### config.mk
export PLATFORM = sky130hd
export DESIGN_NAME = mem_arb_ctrl
export DESIGN_NICKNAME = d
export VERILOG_FILES = /design/src/rtl/mem_arb_pkg.sv /design/src/rtl/mem_arb_ctrl_sync_ff.sv /design/src/rtl/mem_arb_ctrl.sv
export SDC_FILE = /design/constraint.sdc
export NUM_CORES = 1
export LEC_CHECK = 0
export BUFFER_PORTS_ARGS = -buffer_cell sky130_fd_sc_hd__buf_2
export CORE_ASPECT_RATIO = 0.75
export CORE_MARGIN = 3
export CORE_UTILIZATION = 45
export CTS_CLUSTER_DIAMETER = 80
export DETAILED_ROUTE_END_ITERATION = 8
export PLACE_DENSITY_LB_ADDON = 0.15
export SLEW_MARGIN = 20
export SYNTH_ARGS = -nofsm -noshare
export SYNTH_HDL_FRONTEND = slang
export SYNTH_HIERARCHICAL = 1
export SYNTH_SLANG_ARGS = --single-unit
export TNS_END_PERCENT = 20
### constraint.sdc
create_clock -name sys_clk -period 5.72 [get_ports sys_clk]
set_clock_uncertainty 0.05 [all_clocks]
set_input_delay 1.144 -clock sys_clk [delete_from_list [all_inputs] [get_ports sys_clk]]
set_output_delay 1.144 -clock sys_clk [all_outputs]
set_load 0.02 [all_outputs]
### src/rtl/mem_arb_pkg.sv
// Shared types for the JTAG/CPU SRAM arbiter: FSM encodings, access owner and the
// latched memory command.
package mem_arb_pkg;

  localparam int CMD_AW = 8;
  localparam int CMD_DW = 16;

  typedef enum logic [1:0] {J_IDLE, J_PEND, J_BUSY, J_REL} j_state_e;
  typedef enum logic [1:0] {A_IDLE, A_ISSUE, A_WAIT} arb_state_e;
  typedef enum logic {OWN_JTAG, OWN_CPU} owner_e;

  typedef struct packed {
    logic              we;
    logic [CMD_AW-1:0] addr;
    logic [CMD_DW-1:0] wdata;
  } mem_cmd_t;

endpackage

### src/rtl/mem_arb_ctrl_sync_ff.sv
// Reset-to-0 flop chain bringing the asynchronous JTAG select level into clk.
module sync_ff #(
  parameter int STAGES = 2
) (
  input  logic clk,
  input  logic srst,
  input  logic d,
  output logic q
);

  logic [STAGES-1:0] chain;

  always_ff @(posedge clk) begin
    if (srst) chain <= '0;
    else      chain <= {chain[STAGES-2:0], d};
  end

  assign q = chain[STAGES-1];

endmodule

### src/rtl/mem_arb_ctrl.sv
// Arbitrates one single-port sync SRAM between the JTAG programming path and the CPU,
// sequencing issue, read-latency wait and response for each access.
module mem_arb_ctrl
  import mem_arb_pkg::*;
#(
  parameter int AW          = CMD_AW,
  parameter int DW          = CMD_DW,
  parameter int RD_LAT      = 1,
  parameter int SYNC_STAGES = 2
) (
  input  logic          sys_clk,
  input  logic          sys_rst,
  input  logic          jtag_sel,
  input  logic          jtag_we,
  input  logic [AW-1:0] jtag_addr,
  input  logic [DW-1:0] jtag_wdata,
  output logic          jtag_ready,
  output logic [DW-1:0] jtag_rdata,
  input  logic          cpu_req,
  input  logic          cpu_we,
  input  logic [AW-1:0] cpu_addr,
  input  logic [DW-1:0] cpu_wdata,
  output logic          cpu_gnt,
  output logic          cpu_rvalid,
  output logic [DW-1:0] cpu_rdata,
  output logic          mem_ce,
  output logic          mem_we,
  output logic [AW-1:0] mem_addr,
  output logic [DW-1:0] mem_wdata,
  input  logic [DW-1:0] mem_rdata
);

  logic       sel_s;
  j_state_e   j_state;
  arb_state_e a_state;
  owner_e     owner;
  mem_cmd_t   jtag_cmd;
  mem_cmd_t   cpu_cmd;
  mem_cmd_t   grant_cmd;
  logic       rr_jtag;
  logic [1:0] cnt;
  logic       jtag_pend, win_jtag, win_cpu, jtag_done;

  sync_ff #(.STAGES(SYNC_STAGES)) u_sel_sync (
    .clk  (sys_clk),
    .srst (sys_rst),
    .d    (jtag_sel),
    .q    (sel_s)
  );

  // rr_jtag=1 means JTAG takes a tie; it always points away from the last winner.
  assign jtag_pend = (j_state == J_PEND);
  assign win_jtag  = !sys_rst && (a_state == A_IDLE) && jtag_pend && (!cpu_req || rr_jtag);
  assign win_cpu   = !sys_rst && (a_state == A_IDLE) && cpu_req && (!jtag_pend || !rr_jtag);
  assign cpu_gnt   = win_cpu;
  assign cpu_cmd   = '{we: cpu_we, addr: cpu_addr, wdata: cpu_wdata};
  assign grant_cmd = win_jtag ? jtag_cmd : cpu_cmd;
  assign jtag_done = (owner == OWN_JTAG) &&
                     (((a_state == A_ISSUE) && mem_we) || ((a_state == A_WAIT) && (cnt == 2'd0)));

  always_ff @(posedge sys_clk) begin
    if (sys_rst) begin
      j_state    <= J_IDLE;
      jtag_ready <= 1'b1;
      jtag_rdata <= '0;
      jtag_cmd   <= '0;
    end else begin
      case (j_state)
        J_IDLE: if (sel_s) begin
          jtag_cmd   <= '{we: jtag_we, addr: jtag_addr, wdata: jtag_wdata};
          jtag_ready <= 1'b0;
          j_state    <= J_PEND;
        end
        J_PEND: if (win_jtag) j_state <= J_BUSY;
        J_BUSY: if (jtag_done) begin
          if (!mem_we) jtag_rdata <= mem_rdata;
          jtag_ready <= 1'b1;
          j_state    <= J_REL;
        end
        // A level still held high after completion must not start a second access.
        J_REL:  if (!sel_s) j_state <= J_IDLE;
        default: j_state <= J_IDLE;
      endcase
    end
  end

  always_ff @(posedge sys_clk) begin
    if (sys_rst) begin
      a_state    <= A_IDLE;
      owner      <= OWN_JTAG;
      rr_jtag    <= 1'b1;
      cnt        <= '0;
      mem_ce     <= 1'b0;
      mem_we     <= 1'b0;
      mem_addr   <= '0;
      mem_wdata  <= '0;
      cpu_rvalid <= 1'b0;
      cpu_rdata  <= '0;
    end else begin
      mem_ce     <= 1'b0;
      cpu_rvalid <= 1'b0;
      case (a_state)
        A_IDLE: if (win_jtag || win_cpu) begin
          mem_we    <= grant_cmd.we;
          mem_addr  <= grant_cmd.addr;
          mem_wdata <= grant_cmd.wdata;
          owner     <= win_jtag ? OWN_JTAG : OWN_CPU;
          rr_jtag   <= win_cpu;
          mem_ce    <= 1'b1;
          a_state   <= A_ISSUE;
        end
        A_ISSUE: begin
          if (mem_we) begin
            a_state <= A_IDLE;
          end else begin
            cnt     <= 2'(RD_LAT - 1);
            a_state <= A_WAIT;
          end
        end
        A_WAIT: begin
          if (cnt == 2'd0) begin
            if (owner == OWN_CPU) begin
              cpu_rvalid <= 1'b1;
              cpu_rdata  <= mem_rdata;
            end
            a_state <= A_IDLE;
          end else begin
            cnt <= cnt - 2'd1;
          end
        end
        default: a_state <= A_IDLE;
      endcase
    end
  end

endmodule

Yosys cells after proc, flatten, opt, wreduce, memory -nomap -nowiden. Cells that the tools add are included. Widths: inputs -> output; s select.

Flip-flop bits (word level): 95. Logic and storage cells: 86.

Eq/ne operators: 13. Multiplexer cells: 19. Reductions and logical operators: 31. Add/subtract/negate cells: 1. Bitwise operators: 5.

Operators by type and width (number): $mux 25 (1); $mux 2 (9); $reduce_and 3->1 (4); $logic_and 1x1->1 (8); $ne 2x1->1 const B (4); $ne 2x2->1 const B (4); $pmux 2 s4 (1); $eq 2x2->1 const B (3); $logic_not 2->1 (3); $pmux 2 s3 (1); $reduce_and 2->1 (3); $mux 1 (5); $not 1->1 (5); $eq 2x1->1 const B (2); $logic_not 1->1 (4); $logic_or 1x1->1 (4); $pmux 2 s2 (1); $reduce_and 4->1 (1); $reduce_bool 2->1 (2); $reduce_or 3->1 (1); $pmux 1 s2 (1); $reduce_or 2->1 (1); $sub 2x1->2 const B (1).

Logic depth before layout (Yosys ltp). Gate-level depths: netlist of the first run.

Depth after elaboration: 7. Gate-level depth with buffers: 8. Mapped depth without buffers: 7.

By module. Netlist of the first run, hierarchy kept.

By module, submodules not included: mem_arb_ctrl (sequential area each 1861.8 sq um, area each 3618.5 sq um, times used 1, cells an instance 440); sync_ff (sequential area each 40.0 sq um, area each 52.6 sq um, times used 1, cells an instance 4).

Worst setup path before layout of the first run. No wires, ideal clock.

Kind: input-to-output. From: in sys_rst. To: out cpu_gnt. Data arrival time: 1937 ps. Setup slack: 2589 ps. Stages: 5. Path through: buf_2 nor3_2 nand3_1 inv_2 buf_2.

Longest elaborated chain between the ends: 4.

Ends and longest elaborated chain: start: declaration (RTL line mem_arb_ctrl.sv:12) `input logic sys_rst,`; $logic_not 1->1 (RTL line mem_arb_ctrl.sv:54) `assign win_cpu = !sys_rst && (a_state == A_IDLE) && cpu_req && (!jtag_pend || !rr_jtag);`; $logic_and 1x1->1 (3 in series) (RTL line mem_arb_ctrl.sv:54); end: declaration (RTL line mem_arb_ctrl.sv:23) `output logic cpu_gnt,`.

No other way between the ends.

Worst setup path after layout of the first run. Ends and elaborated chain as after synthesis.

==> impl_metrics.ini, run 1 <==
[outcome]
status = finished, final reports clean

[placement]
dp.cells = 646
place_congestion = 0.7762
placed_cell_area_mm2 = 0.004327
port_buffers = 130
dp_hpwl_um = 6255
pre_cts_ws_ns = 1.957

[floorplan]
core_mm2 = 0.007635
design.portCount = 131
start_util_pct = 48.08
die_area_mm2 = 0.009289
die_x_um = 110.3
rows = 27
die_h_um = 84.22

[job]
drv_cap = 0

[clock_tree]
path_clk_slew_ns = 0.09
cts_tree = yes
clock_latency_ns = 0.36
numCtsBuffers = 9
cts_resized = 0
htree_levels = 3
clkSinkCount = 95
holdBufCountCts = 0
post_cts_buffers = 0
root_buffer = clkbuf_8
cts_max_path_buffers = 2

[power_and_ir_drop]
irDropWorstVdd_uv = 166.2
power_density_mw_per_mm2 = 353.6
p_leak_uw = 0.002104

[global_route]
grt_max_degree = 91
first_global_vias = 3075
grt_pass1_wl_um = 14510
globalRouteOverflowTotal = 0
antenna_found_initial = 1
grtUsageTotal_pct = 19.51

[yosys]
synth_top_family_by_area = simple AND/OR/NAND/NOR gates
syn_nets = 519
synth-edff-count = 0
netlist_top_cells_count = nand2_1 (145), dfxtp_1 (95), a21oi_1 (45), nor2_1 (45), a311oi_1 (24)
postSynthAreaPerCell_um2 = 8.268
synthTopCellsByArea = dfxtp_1 (52%), nand2_1 (15%), a21oi_1 (6.1%)
synth_compound_area_share_pct = 12.95
yosys.area_share.adder_pct = 1.704
synth_top_area_share_pct = 51.81
synth-seq-cells = 95
synth_xor_area_share_pct = 0
ys_seq_area_share_pct = 51.81
synth_ff_type = dfxtp_1
synth_top_cell_by_area = dfxtp_1
yosys.area_share.simple_pct = 23.89
async_flop_share_pct = 0
yosys_warnings = 6
synth_area_mm2 = 0.003671
synthCells = 444
synth_cell_types = 30
post-synth-top-count-cell = nand2_1
muxShareOfSynthArea_pct = 5.181

[cells_and_area]
area_delta_synth_final_pct = 23.28
final_area_mm2 = 0.004526
regArea_mm2 = 0.001902
nets = 631
multiInputGateArea_mm2 = 0.001610
diodes = 0
drive_above_1_share_pct = 27.27
fillers = 745
final_cells = 662

[sta]
final.setup.tns_ns = 0
post-route-min-period_ns = 3.769
slew_headroom_pct = 30.38
fmax_mhz = 265.4
tightest_slew_ns = 1.044
rsz0062_at_grt = false
whs_ns = 0.4095
fin_crit_sh_pct = 65.88
setup_viol = 0
layout_setup_ws_ns = 1.951
slew_viol_final = 0
finalHoldViolations = 0

[worst_setup_path]
worst_setup_path_end_kind = primary output
crit_arrival_ns = 2.57
cp_max_fo = 29
r2r_start = a_state[1]
cp.required_ns = 4.53
worstSetupPathType = in2out
startpoint_type = primary input
critPathLaunch = sys_rst

[min_path]
hp-class = reg2reg
hold_start = cpu_rdata[2]

[drt]
wl_per_cell_um = 14.08
vias_per_cell = 5.047
routed_wl_um = 9319
drcViolationCount = 0
final_antenna_net_count = 0
drt-pass1-iter-count = 4
drtIter0Drc = 132
vias = 3341
power by group:
group | switching (uW) | internal (uW) | leakage, uW | total, uW
Clock | 254 | 181 | 0.0000982 | 435
Sequential | 47.8 | 733 | 0.000771 | 781
Combinational | 246 | 138 | 0.00123 | 384
placed cells by master (no fill, tap or decap), types with 2 or more instances in the layout:
cell type	synthesis	layout
dfxtp_1	95	95
mux2i_1	19	19
a311oi_1	24	24
buf_2	5	130
nor2_1	45	45
buf_4	1	2
nor2b_1	2	2
clkbuf_8	0	10
a21oi_1	45	45
and2_1	2	2
inv_6	0	2
nand2b_1	3	3
nand3_1	6	5
ha_1	5	5
o21ai_0	3	3
nand2_1	145	145
inv_1	5	5
nor3_1	3	3
cells by family after synthesis:
family	Yosys count
AND/OR/NAND/NOR	213
flip-flops	95
AO/OA/AOI/OAI	75
buffers and inverters	37
multiplexers	19
adder cells (fa/ha/maj)	5
cell type report:
class                      instances  share of cell area (%)
sequential                        95                   42.02
multi-input combinational        312                   35.58
timing repair buffer             132                   14.71
clock buffer                      10                   3.041
tap                              101                   2.792
clock inverter                     6                   1.355
inverter                           6                  0.4977
routing by layer:
| metal | vias to the layer above | GRT usage, % | share of wire, % |
|---|---|---|---|
| met4 | 2 | 5.034 | 0.96 |
| met1 | 1526 | 26.22 | 45 |
| li1 | 1701 | - | - |
| met2 | 101 | 30.56 | 46 |
| met3 | 11 | 5.995 | 7.6 |
| met5 | - | 0 | 0.075 |
worst max-delay path, stage by stage:
cell	delay, ns
buf_2	0.12
nor3_2	0.22
nand3_1	0.12
buf_4	0.26
inv_2	0.43
buf_2	0.26
per-stage QoR:
stage                     util [%]  power, uW
after global routing         59.28       1686
after floorplan                  -       1052
final                        59.28       1600
after detailed placement     56.67       1181
after CTS                    59.28       1614
after global placement       56.67       1171
flip-flops by register name, summed over array words and instances, names as in the netlist:
| name | count |
|---|---|
| a_state | 2 |
| cnt | 2 |
| cpu_rdata | 16 |
| cpu_rvalid | 1 |
| j_state | 2 |
| jtag_cmd | 25 |
| jtag_rdata | 16 |
| jtag_ready | 1 |
| mem_addr | 8 |
| mem_ce | 1 |
| mem_wdata | 16 |
| mem_we | 1 |
| owner | 1 |
| rr_jtag | 1 |
| u_sel_sync/chain | 2 |
final timing paths:
path	to	slack, ns	cells after the start
setup / recovery	cpu_gnt	1.95	6
hold / removal	cpu_rdata[2]	0.41	2
setup reg to reg	mem_wdata[14]	3.44	3
hold reg to reg	cpu_rdata[2]	0.41	2
Note: power is estimated with default switching activity, not from simulation.
==> run 2, diff against run 1 <==
CORE_UTILIZATION = 44   (was 45)
clock period = 3.35 ns   (was 5.72 ns; I/O delays follow)
==> run 2 against run 1 <==
Against the previous run: sequential share of layout area is 0.093 points lower; clock power is 75% higher; count of clock-buffer cells in the layout stayed put; design area is 0.22% higher; first-iteration DRC count is 40% higher; register-to-register slack worse by 2.1 ns; die area is 2.1% higher; global-route usage is 0.12 points lower; wire length is 0.88% lower; largest cell class unchanged; non-clock buffer count is 1 higher; hold slack worse by 0.0088 ns; total power is 72% higher.
==> impl_metrics.ini, run 2 (synthesized netlist as in run 1, its figures left out) <==
[worst_setup_path]
startpoint_type = flop
critical_path_depth = 4
rr_worst_depth = 4
worst_setup_path_end_kind = primary output
critPathLaunch = a_state[1]
crit_arrival_ns = 1.97
cp.required_ns = 2.63
r2r_end = mem_addr[6]
cp_max_fo = 27
crit_slowest_cell = dfxtp_1
regToRegSetupSlack_ns = 1.34
cpLargestDelayFamily = buffers and inverters
max_stage_delay_ns = 0.43
critPathBufInv = 2
crit_chain = nor3_2 > nand3_1 > inv_2 > buf_2
cp-endpoint = cpu_gnt
r2r_start = a_state[1]
worstSetupPathType = reg2out

[clock_tree]
cts_tree = yes
root_buffer = clkbuf_8
clkSinkCount = 95
cts_max_path_buffers = 2
cts_resized = 0
post_cts_buffers = 0
holdBufCountCts = 0
clock_latency_ns = 0.35
numCtsBuffers = 9
htree_levels = 3
path_clk_slew_ns = 0.09

[floorplan]
core_mm2 = 0.007988
start_util_pct = 45.96
design.portCount = 131
die_x_um = 111.5
die_h_um = 85.11
rows = 28
die_area_mm2 = 0.009487

[sta]
fin_crit_sh_pct = 80.29
setup_viol = 0
finalHoldViolations = 0
slew_headroom_pct = 34.50
rsz0062_at_grt = false
post-route-min-period_ns = 2.690
fmax_mhz = 371.8
slew_viol_final = 0
tightest_slew_ns = 0.9825
final.setup.tns_ns = 0
layout_setup_ws_ns = 0.6604

[global_route]
first_global_vias = 3177
globalRouteOverflowTotal = 0
antenna_found_initial = 0
grt_max_degree = 91
grt_pass1_wl_um = 15150
grtUsageTotal_pct = 19.39

[drt]
drt-pass1-iter-count = 5
wl_per_cell_um = 13.85
vias = 3343
vias_per_cell = 5.012
final_antenna_net_count = 0
drcViolationCount = 0
routed_wl_um = 9237
drtIter0Drc = 185

[job]
drv_cap = 0

[placement]
dp.cells = 651
pre_cts_ws_ns = 0.7603
port_buffers = 130
dp_hpwl_um = 6339
place_congestion = 0.7929

[power_and_ir_drop]
irDropWorstVdd_uv = 260.5
p_leak_uw = 0.002107
power_density_mw_per_mm2 = 607.0

[cells_and_area]
nets = 632
diodes = 0
drive_above_1_share_pct = 27.22
final_cells = 667
area_delta_synth_final_pct = 23.55
largest_register_ff_count = 25
final_cell_mix = nand2_1 (145), buf_2 (130), dfxtp_1 (95), a21oi_1 (45), nor2_1 (45)
regMostFlops = jtag_cmd
final_util_pct = 56.78
final_common_cell = nand2_1

[min_path]
hold_start = u_sel_sync/chain[0]
hp-class = reg2reg

[outcome]
status = finished, final reports clean
-- run 2: changes by cell type in the layout (fill, tap and decap cells not counted), sizes merged --
cell,previous run,this run
bufinv,0,1
buf,132,133
inv,9,8
-- run 2: worst register-to-register path: stages (launching register included) --
cell	delay, ns
dfxtp_1	0.43
nor3_2	0.34
nand3_2	0.41
buf_4	0.39
a311oi_1	0.29
-- run 2: final cells by class --
| type | instances | area, um2 |
|---|---|---|
| fillers | 769 | 3452 |
| flip-flops and latches | 95 | 1902 |
| multi-input cells | 312 | 1610 |
| repair buffers | 133 | 673.1 |
| well taps | 105 | 131.4 |
| clock buffers | 10 | 127.6 |
| clock inverters | 6 | 68.82 |
| inverters | 6 | 22.52 |
-- run 2: per-layer routing --
layer	share of wire, %	global-route usage, %	vias up
met5	0	0	-
met4	1.4	5.967	0
met3	6.7	5.346	12
met2	45	30.32	110
met1	47	26.33	1520
li1	-	-	1701
-- run 2: worst min-delay path by stage --
stage                          end  slack [ns]  cells after the start
6_report       u_sel_sync/chain[1]        0.40                      1
4_1_cts        u_sel_sync/chain[1]        0.40                      1
2_1_floorplan  u_sel_sync/chain[1]        0.36                      1
3_5_place_dp   u_sel_sync/chain[1]        0.38                      1
5_1_grt        u_sel_sync/chain[1]        0.42                      1
3_3_place_gp   u_sel_sync/chain[1]        0.37                      1
-- run 2: stage by stage --
| stage | total power (uW) | hold WS, ns | area, um2 |
|---|---|---|---|
| floorplan | 1797 | 0.3638 | 3671 |
| global placement | 1999 | 0.3706 | 4339 |
| detailed placement | 2016 | 0.3823 | 4339 |
| CTS | 2779 | 0.4041 | 4536 |
| global route | 2907 | 0.4195 | 4536 |
| finish | 2753 | 0.4007 | 4536 |
-- run 2: power by group --
part	switching [uW]	internal [uW]
logic	421	236
clock network	412	351
registers	81.5	1250
